--- src/rtl/alarm_ctrl_fsm.sv ---
// alarm_ctrl_fsm: keypad / ALARM / TIME button sequencer for the clock's
// display and alarm datapath. Produces single-cycle load/shift strobes and
// display selects, all flopped so they change only on a clock edge.
//
// Optional feature macro: ALARM_CTRL_TIMEOUT_EN
//   defined   -> inactivity timeout (sec_cnt) abandons digit entry
//   undefined -> entry states wait indefinitely, one_second unused
//
// state              | meaning
// -------------------+-----------------------------------------------
// S_SHOW_TIME        | idle, display current time
// S_KEY_STORED       | digit just pressed, shift it in (1 cycle)
// S_KEY_WAITED       | waiting for the pressed key to be released
// S_KEY_ENTRY        | key released, waiting for next digit or button
// S_SHOW_ALARM       | ALARM held, display alarm time
// S_SET_ALARM_TIME   | load key register into alarm register (1 cycle)
// S_SET_CURRENT_TIME | load key register into time counter (1 cycle)
module alarm_ctrl_fsm #(
  parameter logic [3:0] NOKEY       = 4'hA,
  parameter int         TIMEOUT_SEC = 10
) (
  input  logic       clock,
  input  logic       reset_n,
  input  logic       one_second,
  input  logic [3:0] key,
  input  logic       alarm_button,
  input  logic       time_button,
  output logic       shift,
  output logic       load_new_a,
  output logic       load_new_c,
  output logic       show_new_time,
  output logic       show_alarm
);

  typedef enum logic [2:0] {
    S_SHOW_TIME        = 3'd0,
    S_KEY_STORED       = 3'd1,
    S_KEY_WAITED       = 3'd2,
    S_KEY_ENTRY        = 3'd3,
    S_SHOW_ALARM       = 3'd4,
    S_SET_ALARM_TIME   = 3'd5,
    S_SET_CURRENT_TIME = 3'd6
  } state_t;

  state_t r_state;
  state_t w_state_nxt;
  logic   w_timeout;
  logic   w_key_pressed;

  assign w_key_pressed = (key != NOKEY);

`ifdef ALARM_CTRL_TIMEOUT_EN
  localparam logic [3:0] TO_LAST = 4'(TIMEOUT_SEC - 1);

  logic [3:0] r_sec_cnt;
  logic       w_counting;

  assign w_counting = (r_state == S_KEY_WAITED) || (r_state == S_KEY_ENTRY);
  assign w_timeout  = w_counting && one_second && (r_sec_cnt == TO_LAST);

  // Inactivity seconds counter; only runs while waiting for keypad input.
  always_ff @(posedge clock or negedge reset_n) begin
    if (!reset_n) begin
      r_sec_cnt <= 4'd0;
    end else if (!w_counting || w_timeout) begin
      r_sec_cnt <= 4'd0;
    end else if (one_second) begin
      r_sec_cnt <= r_sec_cnt + 4'd1;
    end
  end
`else
  logic w_unused_one_second;

  assign w_unused_one_second = one_second;
  assign w_timeout           = 1'b0;
`endif

  // Next-state decode; alarm load outranks time load in KEY_ENTRY.
  always_comb begin
    w_state_nxt = r_state;
    case (r_state)
      S_SHOW_TIME: begin
        if (alarm_button)       w_state_nxt = S_SHOW_ALARM;
        else if (w_key_pressed) w_state_nxt = S_KEY_STORED;
      end
      S_KEY_STORED: w_state_nxt = S_KEY_WAITED;
      S_KEY_WAITED: begin
        if (w_timeout)          w_state_nxt = S_SHOW_TIME;
        else if (!w_key_pressed) w_state_nxt = S_KEY_ENTRY;
      end
      S_KEY_ENTRY: begin
        if (alarm_button)       w_state_nxt = S_SET_ALARM_TIME;
        else if (time_button)   w_state_nxt = S_SET_CURRENT_TIME;
        else if (w_key_pressed) w_state_nxt = S_KEY_STORED;
        else if (w_timeout)     w_state_nxt = S_SHOW_TIME;
      end
      S_SHOW_ALARM: begin
        if (!alarm_button)      w_state_nxt = S_SHOW_TIME;
      end
      S_SET_ALARM_TIME:   w_state_nxt = S_SHOW_TIME;
      S_SET_CURRENT_TIME: w_state_nxt = S_SHOW_TIME;
      default:            w_state_nxt = S_SHOW_TIME;
    endcase
  end

  // State register with outputs flopped from the next state, so each
  // output is a pure function of the registered state it accompanies.
  always_ff @(posedge clock or negedge reset_n) begin
    if (!reset_n) begin
      r_state       <= S_SHOW_TIME;
      shift         <= 1'b0;
      load_new_a    <= 1'b0;
      load_new_c    <= 1'b0;
      show_new_time <= 1'b0;
      show_alarm    <= 1'b0;
    end else begin
      r_state       <= w_state_nxt;
      shift         <= (w_state_nxt == S_KEY_STORED);
      load_new_a    <= (w_state_nxt == S_SET_ALARM_TIME);
      load_new_c    <= (w_state_nxt == S_SET_CURRENT_TIME);
      show_new_time <= (w_state_nxt == S_KEY_WAITED) || (w_state_nxt == S_KEY_ENTRY);
      show_alarm    <= (w_state_nxt == S_SHOW_ALARM);
    end
  end

endmodule

--- config.mk ---
export PLATFORM = sky130hd
export DESIGN_NAME = alarm_ctrl_fsm
export DESIGN_NICKNAME = d
export VERILOG_FILES = /design/src/rtl/alarm_ctrl_fsm.sv
export SDC_FILE = /design/constraint.sdc
export NUM_CORES = 1
export LEC_CHECK = 0
export ABC_AREA = 1
export ABC_CLOCK_PERIOD_IN_PS = 1420
export BUFFER_PORTS_ARGS = -buffer_cell sky130_fd_sc_hd__buf_2
export CORE_AREA = 2 2 39 41
export CTS_CLUSTER_DIAMETER = 60
export CTS_CLUSTER_SIZE = 12
export DETAILED_ROUTE_END_ITERATION = 6
export DIE_AREA = 0 0 41 43
export HOLD_SLACK_MARGIN = 0.03
export PLACE_DENSITY_LB_ADDON = 0.1
export SETUP_SLACK_MARGIN = 0.15
export SYNTH_ARGS = -nofsm -noshare
export SYNTH_HDL_FRONTEND = slang
export SYNTH_SLANG_ARGS = --single-unit
export TNS_END_PERCENT = 5
--- constraint.sdc ---
create_clock -name clock -period 1.42 [get_ports clock]
set_input_delay 0.142 -clock clock [delete_from_list [all_inputs] [get_ports clock]]
set_output_delay 0.142 -clock clock [all_outputs]
set_load 0.01 [all_outputs]
# Word level (Yosys, flattened, before mapping)

Index checks and enable logic that the tools add are counted.

Equal/unequal tests: 11
Muxes and demuxes: 7
Reduce and logical (&&, ||, !) cells: 2

Operators with widths:

| kind                                           | number |
|---|---|
| two-way mux 3 bit                              | 6 |
| one-hot mux 3 bit (5 select lines)             | 1 |
| == test 3 x 2 -> 1 bit (second input constant) | 4 |
| == test 3 bit (second input constant)          | 4 |
| == test 3 x 1 -> 1 bit (second input constant) | 2 |
| inequality test 4 bit (second input constant)  | 1 |
| zero test 3 bit                                | 1 |
| logical OR 1 bit                               | 1 |

Register bits: 8
Bits of input ports: 9
Output and inout port bits: 5

# Depth between registers and ports, before layout

Gate-level depths: netlist of run 1.

Depth after elaboration: 7
Gate-level depth with buffers: 9
Depth with buffers taken out: 9

# Worst setup path before layout of run 1

Ideal clock, no wire load.

Path type: flip-flop to flip-flop
From: register r_state[1]
To: register load_new_a
Setup time: 0.071 ns
Arrival: 0.972 ns
Path slack: 0.377 ns
Stages on the path, launching flop included: 8
Buffers on the path: 0
Period minus slack after synthesis: 1.043 ns
Cell sequence: dfrtp_1 > nand2_1 > nor2_2 > nand2_1 > nand2_2 > a21oi_2 > nand2_1 > nor2_1

Longest elaborated chain between the ends: 5
Elaborated cells on any way between the ends: 13
Classes of those cells: eq/ne (5); mux (7); reduce/logical (1)

Ends and longest elaborated chain:

| element                                | RTL line | text |
|---|---|---|
| start: declaration                     | 45       | `state_t r_state;` |
| start signal: assignment               | 117      | `r_state <= w_state_nxt;` |
| two-way mux 3 bit                      | 94       | `else if (w_key_pressed) w_state_nxt = S_KEY_STORED;` |
| two-way mux 3 bit                      | 93       | `else if (time_button) w_state_nxt = S_SET_CURRENT_TIME;` |
| two-way mux 3 bit                      | 92       | `if (alarm_button) w_state_nxt = S_SET_ALARM_TIME;` |
| one-hot mux 3 bit (5 select lines) (*) | 81       | `case (r_state)` |
| == test 3 bit (*)                      | 119      | `load_new_a <= (w_state_nxt == S_SET_ALARM_TIME);` |
| end signal: assignment                 | 119      |  |
| end: declaration                       | 29       | `output logic load_new_a,` |

Mark *: on every way between the ends. The rest lies on a longest branch, timed or not.

# Worst setup path after layout of run 1

From: register r_state[0]
To: register load_new_a

The elaborated chain is that of the path after synthesis.

==> results of run 1 <==
==> cell type report <==
type | instances | share of cell area [%]
clock buffers | 3 | 4.20
multi-input cells | 35 | 33.8
inverters | 9 | 6.29
flip-flops and latches | 8 | 37.5
well taps | 16 | 3.73
repair buffers | 14 | 14.5
==> sequential cells by signal (all words and copies together), names as in the netlist <==
name and cells:
r_state 3, load_new_a 1, load_new_c 1, shift 1, show_alarm 1, show_new_time 1
==> worst max-delay path, cell delays in order (launching register included) <==
cell and delay, ns:
dfrtp_1 0.42, nand2_2 0.09, nor2_2 0.05, nand2_1 0.07
nand2_2 0.07, a21oi_4 0.19, nand2_2 0.08, nor2_2 0.10
==> power by group through the flow <==
stage,Combinational [mW],Clock (mW),Sequential (mW)
floorplan,0.212,0,0.381
global placement,0.331,0,0.363
detailed placement,0.333,0,0.363
CTS,0.336,0.176,0.359
global route,0.433,0.182,0.378
finish,0.379,0.164,0.363
==> per-stage QoR <==
step                      std cells  hold WS, ns  util [%]  setup WS [ns]  total power [mW]
final                            85        0.245      38.8          0.272             0.907
after floorplan                  52       -0.154         -          0.377             0.592
after global routing             85        0.282      38.8          0.155             0.993
after detailed placement         80     -0.00889      34.5          0.218             0.696
after CTS                        84        0.240      36.9          0.209             0.870
after global placement           80     -0.00763      34.5          0.203             0.695
==> layout by cell type (no fill, tap or decap) <==
master          n
buf_2          12
nand2_1        10
nor2_1          9
dfrtp_1         7
inv_1           6
nand2_2         5
nor2_2          4
nand3_1         3
inv_2           3
clkbuf_4        3
nand3_2         1
a21oi_4         1
nor3_1          1
o21a_1          1
dlygate4sd3_1   1
dfrtp_2         1
buf_4           1
==> metal layers <==
layer	vias to the layer above	GRT usage [%]	wire, µm
li1	189	-	-
met1	153	11.1	293
met2	7	17.8	405
met3	2	3.14	24
met4	0	8.00	8
met5	-	0	0
==> worst paths after layout <==
path	startpoint	slack [ns]	cells after the start	to
setup / recovery	r_state[0]	0.27	7	load_new_a
hold / removal	alarm_button	0.24	4	r_state[2]
setup reg to reg	r_state[0]	0.27	7	load_new_a
hold reg to reg	r_state[1]	0.57	1	show_alarm
max in group asynchronous	reset_n	0.98	2	r_state[1]
min in group asynchronous	reset_n	0.26	2	r_state[2]
==> logic make-up (layout without fill, tap and decap cells) <==
| family | after synthesis | after routing | synth area share [%] |
|---|---|---|---|
| compound gates | 2 | 2 | 4.09 |
| flops | 8 | 8 | 50.3 |
| buf+inv | 9 | 26 | 8.49 |
| simple gates | 33 | 33 | 37.1 |
==> what timing repair did <==
item / in CTS / in global routing
endpoints found under the hold margin: 8 / 0
setup endpoints to repair: 0 / 2
hold buffers: 1 / 0
gates resized for setup: 0 / 6
setup buffers: 0 / 1
==> flow_summary.json, run 1 <==
{
  "status": "finished, final reports clean",
  "period_share_pct": 80.8,
  "synth_area_leaders": "dfrtp_1, nand2_1, nor2_1",
  "p_clk_share_pct": 18.0,
  "cts-root-buf": "clkbuf_4",
  "wl_per_cell_um": 8.61,
  "finalHoldViolCount": 0,
  "ios": 14,
  "intPower_mw": 0.554,
  "final_area_um2": 537,
  "sw_frac_of_total_pct": 38.8,
  "netlist_instances": 52,
  "crit_arrival_ns": 1.33,
  "route.vias.total": 351,
  "drc": 0,
  "drive_gt1_share_pct": 44.9,
  "initial_core_util_pct": 28.8,
  "routed_wl_um": 732,
  "core_mm2": 0.00138,
  "worstSetupPathType": "flip-flop to flip-flop",
  "slew_viol_final": 0,
  "net-switching-power_mw": 0.352,
  "netlist_area_um2": 398,
  "diodes": 0,
  "max_slew_margin_pct": 77.7,
  "seqPwrFrac_pct": 40.1,
  "synth_most_common_cell": "nand2_1",
  "die_w_um": 41,
  "yosys_most_used_dff": "dfrtp_1",
  "setup_viol": 0,
  "fin_crit_ns": 1.15,
  "drtPass1Iterations": 2,
  "grt_overflow_total": 0,
  "ys_async_sr_fraction_pct": 100,
  "worstMarginPinSlew_ns": 0.332,
  "synthToLayoutAreaGrowth_pct": 34.9,
  "final_antenna_net_count": 0,
  "numCtsBuffers": 3,
  "htree_levels": 1,
  "synth_top_area_share_pct": 50.3,
  "postPlaceCellArea_um2": 478,
  "grt.total_usage_pct": 11.0,
  "routabilityCongestion": 0.625,
  "synth_nets": 61,
  "p_leak_nw": 0.313,
  "ys_seq_area_share_pct": 50.3,
  "synthTopCellsByCount": "nand2_1, nor2_1, dfrtp_1",
  "final_nets": 80,
  "clock_path_buffers": 2,
  "grt_pass1_wl_um": 1260,
  "multi_input_area_um2": 181,
  "row_count": 14,
  "area.sequential_um2": 201,
  "n_fill_cell": 154,
  "avgSynthCellArea_um2": 7.65,
  "path_max_fanout": 4,
  "synth-seq-cells": 8,
  "worstPathRequired_ns": 1.60,
  "combinationalPowerShare_pct": 41.9,
  "maxCapViolCount": 0,
  "antenna_found_initial": 0,
  "dieArea_mm2": 0.00176,
  "port_buffers": 12,
  "tns_ns": 0,
  "synth_edf_count": 0,
  "synth_cell_types": 12,
  "p_per_area_mw_per_mm2": 1690,
  "cp-start-kind": "flip-flop",
  "dp_hpwl_um": 615,
  "skew_ns": 0.00118,
  "clkTransAtPathRegs_ns": 0.05,
  "grt_start_max_net_pins": 9,
  "clock-sinks": 8,
  "yosys_warnings": 0,
  "cp-end-kind": "flip-flop",
  "rsz0062_at_grt": "no",
  "ir_worst_vdd_mv": 0.684,
  "min_path_type": "input pin to flip-flop",
  "fmax_ghz": 0.871,
  "viasPerCell": 4.13,
  "yosys.area.top_type": "dfrtp_1",
  "grt_pass1_vias": 344,
  "die_h_um": 43,
  "cts_tree": "yes",
  "drtIter0Drc": 2,
  "clk_latency_ns": 0.24
}
Power figures use the tool's default switching activity.
==> inputs of run 2 (changes only) <==
--- a/config.mk
+++ b/config.mk
@@ -6,7 +6,7 @@
 export NUM_CORES = 1
 export LEC_CHECK = 0
 export ABC_AREA = 1
-export ABC_CLOCK_PERIOD_IN_PS = 1420
+export ABC_CLOCK_PERIOD_IN_PS = 1150
 export BUFFER_PORTS_ARGS = -buffer_cell sky130_fd_sc_hd__buf_2
 export CORE_AREA = 2 2 39 41
 export CTS_CLUSTER_DIAMETER = 60
==> constraint.sdc (replaced) <==
create_clock -name clock -period 1.15 [get_ports clock]
set_input_delay 0.115 -clock clock [delete_from_list [all_inputs] [get_ports clock]]
set_output_delay 0.115 -clock clock [all_outputs]
set_load 0.01 [all_outputs]
==> flow_summary.json, run 2 (synthesis gave the netlist of run 1 again) <==
{
  "clock-sinks": 8,
  "clock_path_buffers": 2,
  "setup_viol": 0,
  "grt_overflow_total": 0,
  "final_area_um2": 544,
  "slew_viol_final": 0,
  "cts-root-buf": "clkbuf_4",
  "ios": 14,
  "rsz0062_at_grt": "yes",
  "crit_buf_inv": 0,
  "grt_pass1_vias": 359,
  "p_per_area_mw_per_mm2": 2060,
  "drtPass1Iterations": 3,
  "cp-start-kind": "flip-flop",
  "htree_levels": 1,
  "max_slew_margin_pct": 80.0,
  "cts_tree": "yes",
  "worst_slack_ns": 0.0286,
  "port_buffers": 12,
  "routabilityCongestion": 0.642,
  "dieArea_mm2": 0.00176,
  "instances_no_fill": 84,
  "row_count": 14,
  "worstMarginPinSlew_ns": 0.298,
  "synthToLayoutAreaGrowth_pct": 36.8,
  "postPlaceCellArea_um2": 478,
  "drive_gt1_share_pct": 48.5,
  "maxCapViolCount": 0,
  "skew_ns": 0.00155,
  "final_nets": 79,
  "numCtsBuffers": 3,
  "core_mm2": 0.00138,
  "dp_hpwl_um": 618,
  "routed_wl_um": 729,
  "crit_top_cell": "nand2_2",
  "regMostFlops": "r_state",
  "n_fill_cell": 153,
  "final_antenna_net_count": 0,
  "crit_chain": "nand2_2 -> nor2_4 -> nand2_2 -> nand2_2 -> a21oi_4 -> nand2_2 -> nor2_1",
  "path_max_fanout": 6,
  "finalHoldViolCount": 0,
  "viasPerCell": 4.20,
  "fmax_ghz": 0.892,
  "largest_reg_flops": 3,
  "grt.total_usage_pct": 10.9,
  "final_common_cell": "buf_2",
  "fin_crit_ns": 1.12,
  "utilization_pct": 39.3,
  "hold_slack_ns": 0.214,
  "die_w_um": 41,
  "die_h_um": 43,
  "drc": 0,
  "ir_worst_vdd_mv": 0.752,
  "preCtsSetupSlack_ns": -0.0691,
  "worstSetupPathType": "flip-flop to flip-flop",
  "p_leak_nw": 0.310,
  "grt_start_max_net_pins": 9,
  "antenna_found_initial": 0,
  "post_cts_buffers": 0,
  "initial_core_util_pct": 28.8,
  "crit_arrival_ns": 1.30,
  "max_stage_delay_ns": 0.44,
  "finalPower_mw": 1.12,
  "diodes": 0,
  "period_share_pct": 97.5,
  "grt_pass1_wl_um": 1250,
  "route.vias.total": 353,
  "cp-end-kind": "flip-flop",
  "drtIter0Drc": 2,
  "tns_ns": 0,
  "layout_common_cells": "buf_2, nor2_1, nand2_2",
  "wl_per_cell_um": 8.68,
  "dp.cells": 80,
  "status": "finished, final reports clean",
  "min_path_type": "input pin to flip-flop",
  "clkTransAtPathRegs_ns": 0.05,
  "path_delay_family": "flip-flops",
  "worstPathRequired_ns": 1.33,
  "cpMaxStageDelayCell": "dfrtp_2",
  "clk_latency_ns": 0.24
}
run 2: worst paths after layout:
| check | cells past startpoint | slack, ns | from | end |
|---|---|---|---|---|
| setup / recovery | 7 | 0.03 | r_state[1] | load_new_a |
| hold / removal | 4 | 0.21 | alarm_button | r_state[2] |
| setup reg to reg | 7 | 0.03 | r_state[1] | load_new_a |
| hold reg to reg | 1 | 0.57 | r_state[1] | show_alarm |
| max in group asynchronous | 2 | 0.74 | reset_n | r_state[1] |
| min in group asynchronous | 2 | 0.23 | reset_n | shift |
run 2: power breakdown:
| part | switching [mW] | internal (mW) |
|---|---|---|
| Sequential | 0.0742 | 0.380 |
| Combinational | 0.287 | 0.175 |
| Clock | 0.0837 | 0.119 |
| Total | 0.445 | 0.675 |
run 2: per-layer routing:
metal | up-vias | wire length [µm] | GRT usage [%]
met5 | - | 0 | 0
met4 | 0 | 12 | 10.0
met3 | 2 | 22 | 1.57
met2 | 5 | 384 | 17.5
met1 | 158 | 311 | 11.0
li1 | 188 | - | -
run 2: what timing repair did:
| action | CTS | global route |
|---|---|---|
| pin swaps | 3 | 4 |
| hold endpoints to repair | 8 | 0 |
| cloned | 0 | 0 |
| hold buffers | 1 | 0 |
| endpoints found under the setup margin | 6 | 7 |
| gates resized for setup | 6 | 4 |
run 2: worst reg2reg max path, cell delays in order, from the launching register on:
cell and delay, ns:
dfrtp_2 0.44, nand2_2 0.09, nor2_4 0.05, nand2_2 0.06
nand2_2 0.06, a21oi_4 0.20, nand2_2 0.07, nor2_1 0.08
run 2: layout make-up:
| class | instances | area (µm²) | area share [%] |
|---|---|---|---|
| Tap cell | 16 | 20.0 | 3.68 |
| Timing Repair Buffer | 13 | 70.1 | 12.9 |
| Sequential cell | 8 | 201 | 37.0 |
| Inverter | 9 | 33.8 | 6.21 |
| Multi-Input combinational cell | 35 | 196 | 36.1 |
| Clock buffer | 3 | 22.5 | 4.14 |
